### config.mk
export PLATFORM = sky130hd
export DESIGN_NAME = pwm_capture
export DESIGN_NICKNAME = d
export VERILOG_FILES = /design/src/rtl/pwm_capture.sv
export SDC_FILE = /design/constraint.sdc
export NUM_CORES = 1
export LEC_CHECK = 0
export CAP_MARGIN = 30
export CORE_MARGIN = 1.5
export CORE_UTILIZATION = 62
export CTS_BUF_LIST = sky130_fd_sc_hd__clkbuf_4 sky130_fd_sc_hd__clkbuf_8 sky130_fd_sc_hd__clkbuf_16
export CTS_CLUSTER_DIAMETER = 50
export DETAILED_ROUTE_END_ITERATION = 10
export PLACE_DENSITY = 0.85
export SYNTH_ARGS = -nofsm -noshare
export SYNTH_HDL_FRONTEND = slang
export SYNTH_SLANG_ARGS = --single-unit
### constraint.sdc
create_clock -name clock -period 3.4 [get_ports clock]
set_input_delay 0.51 -clock clock [delete_from_list [all_inputs] [get_ports clock]]
set_output_delay 0.51 -clock clock [all_outputs]
set_load 0.1 [all_outputs]
### src/rtl/pwm_capture.sv
// pwm_capture: measures PWM period and high time, flags dead inputs.
// Optional glitch filter on the synchronized input: PWM_CAPTURE_FILTER_EN.

module pwm_capture #(
  parameter int CNT_W    = 16,
  parameter int TIMEOUT  = 1000,
  parameter int FILT_LEN = 3
) (
  input  logic             clock,
  input  logic             reset_n,
  input  logic             pwm_in,
  output logic [CNT_W-1:0] period_count,
  output logic [CNT_W-1:0] high_count,
  output logic             meas_valid,
  output logic             timeout,
  output logic             stuck_level
);

  localparam logic [1:0] IDLE = 2'd0;
  localparam logic [1:0] ARM  = 2'd1;
  localparam logic [1:0] MEAS = 2'd2;

  localparam logic [CNT_W-1:0] CNT_MAX = {CNT_W{1'b1}};
  localparam logic [CNT_W-1:0] CNT_ONE = CNT_W'(1);
  localparam logic [CNT_W-1:0] GAP_MAX = CNT_W'(TIMEOUT);

  logic [1:0]       sync_q, sync_d;
  logic             lvl;
  logic             lvl_d_q, lvl_d_d;
  logic             rise, fall, tmo_hit, pub;
  logic [1:0]       state_q, state_d;
  logic [CNT_W-1:0] per_q, per_d;
  logic [CNT_W-1:0] hi_q, hi_d;
  logic [CNT_W-1:0] gap_q, gap_d;
  logic [CNT_W-1:0] per_out_q, per_out_d;
  logic [CNT_W-1:0] hi_out_q, hi_out_d;
  logic             valid_q, valid_d;
  logic             tmo_q, tmo_d;
  logic             stuck_q, stuck_d;

  assign sync_d = {sync_q[0], pwm_in};

  // Two-stage synchronizer, idles high
  always_ff @(posedge clock or negedge reset_n) begin
    if (!reset_n) sync_q <= 2'b11;
    else          sync_q <= sync_d;
  end

`ifdef PWM_CAPTURE_FILTER_EN
  localparam int FW = $clog2(FILT_LEN + 1);

  logic [FW-1:0] fcnt_q, fcnt_d;
  logic          filt_q, filt_d;

  // Accept a new level only after FILT_LEN agreeing samples
  always_comb begin
    filt_d = filt_q;
    fcnt_d = '0;
    if (sync_q[1] != filt_q) begin
      if (fcnt_q == FW'(FILT_LEN - 1)) filt_d = sync_q[1];
      else fcnt_d = fcnt_q + 1'b1;
    end
  end

  // Filter state
  always_ff @(posedge clock or negedge reset_n) begin
    if (!reset_n) begin
      filt_q <= 1'b1;
      fcnt_q <= '0;
    end else begin
      filt_q <= filt_d;
      fcnt_q <= fcnt_d;
    end
  end

  assign lvl = filt_q;
`else
  assign lvl = sync_q[1];
`endif

  assign lvl_d_d = lvl;
  assign rise    = lvl & ~lvl_d_q;
  assign fall    = ~lvl & lvl_d_q;
  assign tmo_hit = (gap_q == GAP_MAX);

  // Period, high-time and constant-level run counters
  always_comb begin
    per_d = per_q;
    hi_d  = hi_q;
    gap_d = gap_q;
    if (rise) begin
      per_d = CNT_ONE;
      hi_d  = CNT_ONE;
    end else begin
      if (per_q != CNT_MAX) per_d = per_q + CNT_ONE;
      if (lvl && hi_q != CNT_MAX) hi_d = hi_q + CNT_ONE;
    end
    if (rise || fall) gap_d = '0;
    else if (gap_q != GAP_MAX) gap_d = gap_q + CNT_ONE;
  end

  // Arming FSM; timeout overrides everything
  always_comb begin
    state_d = state_q;
    pub     = 1'b0;
    if (tmo_hit) begin
      state_d = IDLE;
    end else begin
      unique case (state_q)
        IDLE:    if (!lvl) state_d = ARM;
        ARM:     if (rise) state_d = MEAS;
        MEAS:    pub = rise;
        default: state_d = IDLE;
      endcase
    end
  end

  // Published outputs; stuck level is the run's level, not the edge ending it
  always_comb begin
    per_out_d = pub ? per_q : per_out_q;
    hi_out_d  = pub ? hi_q  : hi_out_q;
    valid_d   = pub;
    tmo_d     = tmo_q;
    stuck_d   = stuck_q;
    if (tmo_hit) begin
      tmo_d   = 1'b1;
      stuck_d = lvl_d_q;
    end else if (pub) begin
      tmo_d   = 1'b0;
    end
  end

  // Main state registers
  always_ff @(posedge clock or negedge reset_n) begin
    if (!reset_n) begin
      lvl_d_q   <= 1'b1;
      state_q   <= IDLE;
      per_q     <= '0;
      hi_q      <= '0;
      gap_q     <= '0;
      per_out_q <= '0;
      hi_out_q  <= '0;
      valid_q   <= 1'b0;
      tmo_q     <= 1'b0;
      stuck_q   <= 1'b0;
    end else begin
      lvl_d_q   <= lvl_d_d;
      state_q   <= state_d;
      per_q     <= per_d;
      hi_q      <= hi_d;
      gap_q     <= gap_d;
      per_out_q <= per_out_d;
      hi_out_q  <= hi_out_d;
      valid_q   <= valid_d;
      tmo_q     <= tmo_d;
      stuck_q   <= stuck_d;
    end
  end

  assign period_count = per_out_q;
  assign high_count   = hi_out_q;
  assign meas_valid   = valid_q;
  assign timeout      = tmo_q;
  assign stuck_level  = stuck_q;

endmodule

==> flow_summary.ini <==
[sta]
clock_skew_ns = 0.00955
setup_tns_ns = 0
drv_slew = 0
period_share_pct = 74.8
whs_ns = 0.0423
worstMarginPinSlew_ns = 0.973
finalHoldViolations = 0
finalSetupViolations = 0
rsz0062_at_grt = false
max_freq_mhz = 393
finalCriticalPeriod_ns = 2.54
relSlewSlack_pct = 34.9

[synthesis]
synth.yosys.seq_area_share_pct = 51.9
ys_warn_count = 0
synth_nets = 368
ys_seq_elements = 88
syn_area_per_cell_um2 = 11.8
synth_cell_type_count = 46
synth_edf_count = 0
netlist_area_mm2 = 0.00425
synthArstFlopShare_pct = 100
synth-main-ff-cell = dfrtp_1
synthCells = 360

[floorplanning]
die_y_um = 85.8
pin_count = 38
coreArea_mm2 = 0.00649
fp.dieArea_mm2 = 0.00736
die_w_um = 85.8
start_util_pct = 65.4
row_count = 29

[grt]
grt_pass1_vias = 2964
grt_usage_pct = 23.4
grt_pass1_wl_um = 13900
overflow = 0
grt_start_max_net_pins = 66
grt_antenna_before_repair = 0

[clock_tree]
cts_sinks = 88
cts_resized = 0
clock_path_buffers = 2
numCtsBuffers = 9
clk_pin_slew_ns = 0.09
root_buffer = clkbuf_8
cts.hold.buffers_added = 0
ctsHtreeMaxLevel = 3
clk_latency_ns = 0.35
cts_setup_buffers = 0
cts_tree = built

[status]
status = completed

[worst_setup_path]
reg2regPathDepth = 7
worstSetupPathType = flip-flop to flip-flop
regToRegSetupSlack_ns = 0.86
required_ns = 3.65
worst_setup_path_start_kind = flip-flop
rr_endpoint = period_count[14]
slowest_stage = nor4_4
end_kind = flip-flop
r2r_start = gap_q[0]
crit_start = gap_q[0]
critPathMaxFanout = 18
crit_arrival_ns = 2.79
cp_slowest_stage_delay_ns = 0.47
worstPathCellList = inv_1 -> ha_1 -> or4b_4 -> nor4_4 -> or2_2 -> buf_4 -> mux2_2

[drt]
drtAntennaViolNets = 0
drc = 0
vias_per_cell = 6.29
vias = 3044
wire_per_inst_um = 16.2
drt-total-wl_um = 7830
drt_iter0_drc = 152
dr.pass1.iters = 4

[power_and_ir_drop]
p_per_area_mw_per_mm2 = 532
ir_worst_vdd_uv = 779
p_leak_uw = 0.00220

[place]
gp_congestion = 0.822
dpl.hpwl_um = 5220
port_buffers = 37

[finish]
final_nets = 410
multi_input_area_mm2 = 0.00192
insertedDiodeCount = 0
syn2layout_area_growth_pct = 14.8
drive_gt1_share_pct = 16.0
fill_cells = 421
seq_area_mm2 = 0.00221

[flow_run]
maxCapViolCount = 0

[min_path]
hold_path.class = input port to asynchronous set/reset pin
-- layout make-up --
type | count | share of cell area, %
clock inverter | 7 | 1.62
multi-input combinational | 253 | 39.3
inverter | 7 | 0.539
clock buffer | 9 | 2.54
timing repair buffer | 43 | 8.83
sequential | 88 | 45.2
tap | 77 | 1.98
-- metrics by stage --
step,util [%],setup WS [ns],std cells,power (uW),area [um^2]
finish,75.1,0.858,484,2590,4880
global route,75.1,0.761,484,2710,4880
CTS,75.0,0.854,483,2610,4870
detailed placement,71.9,0.857,467,1880,4670
global placement,71.5,0.924,466,1860,4640
floorplan,-,1.12,360,1730,4250
-- kinds of logic (layout without fill, tap and decap cells) --
logic type	after synthesis	in the layout	synth area share (%)
buffers and inverters	19	66	3.00
DFF	88	88	51.9
adders and majority gates	5	5	1.47
and+or+nand+nor	137	137	19.3
AOI/OAI and AO/OA	56	56	8.19
muxes	40	40	13.0
xor gates and xnor gates	15	15	3.09
-- flip-flops by register name (all words and copies together) (netlist names) --
register and count:
meas_valid 1, state_q 2, high_count 16, per_q 16
sync_q 2, lvl_d_q 1, stuck_level 1, timeout 1
gap_q 16, period_count 16, hi_q 16
-- critical path, delay by kind of cell (launching register included) --
family        cells  cell delay [ns]
fa+ha+maj         1             0.13
simple gates      3             1.14
mux               1             0.37
buf+inv           2             0.37
flops             1             0.43
-- how the worst max path moves through the flow --
stage	to	slack, ns
finish	period_count[14]	0.86
global route	period_count[13]	0.76
CTS	period_count[13]	0.85
detailed placement	period_count[13]	0.86
global placement	period_count[13]	0.92
floorplan	high_count[0]	1.12
-- power by group --
group / switching [uW] / leakage [uW] / internal, uW
sequential: 91.9 / 0.00119 / 1140
clock: 386 / 0.0000929 / 347
combinational: 433 / 0.000914 / 196
total: 911 / 0.00220 / 1680
-- layer usage --
metal / track usage (%) / part of all wire (%) / routed length [um] / vias to the layer above
li1: - / - / - / 1407
met4: 9.68 / 1.9 / 151 / 0
met2: 36.9 / 49 / 3850 / 108
met1: 32.6 / 44 / 3450 / 1512
met5: 0 / 0 / 0 / -
met3: 3.66 / 4.8 / 378 / 17
-- synth_stat cells (2+ instances only) --
master,number,area [um^2]
a2111oi_0,2,17.5
a21boi_0,2,15.0
a21oi_1,21,105
and2_1,12,75.1
and3_1,3,18.8
and3b_1,2,17.5
and4_1,4,35.0
buf_12,3,60.1
clkbuf_1,8,30.0
dfrtp_1,85,2130
dfstp_2,3,78.8
ha_1,5,62.6
inv_1,7,26.3
mux2_2,5,56.3
mux2_4,29,435
mux2i_1,6,60.1
nand2_1,17,63.8
nand2b_1,6,37.5
nand3_1,15,75.1
nand3b_1,2,15.0
nand4_1,13,81.3
nor2_1,14,52.6
nor2b_1,6,37.5
nor3_1,7,35.0
nor4_1,8,50.1
o21ai_0,12,60.1
o31ai_1,11,82.6
o41ai_1,2,17.5
or3_1,11,68.8
or4_1,10,75.1
xnor2_1,4,35.0
xor2_1,11,96.3
-- layout by cell type, fill, tap and decap left out, drive strengths merged, types with 7 or more instances in the layout --
master	synthesis	final
or4	10	10
a21oi	21	21
nand4	13	13
xor2	11	11
nor2	14	14
dfrtp	85	85
nor3	7	7
and2	12	12
clkdlybuf4s50	0	36
nand2	17	17
or3	11	11
mux2	34	34
inv	7	10
nor4	10	10
o21ai	12	12
o31ai	11	11
clkbuf	8	10
nand3	15	15
(Power assumes the default switching activity.)
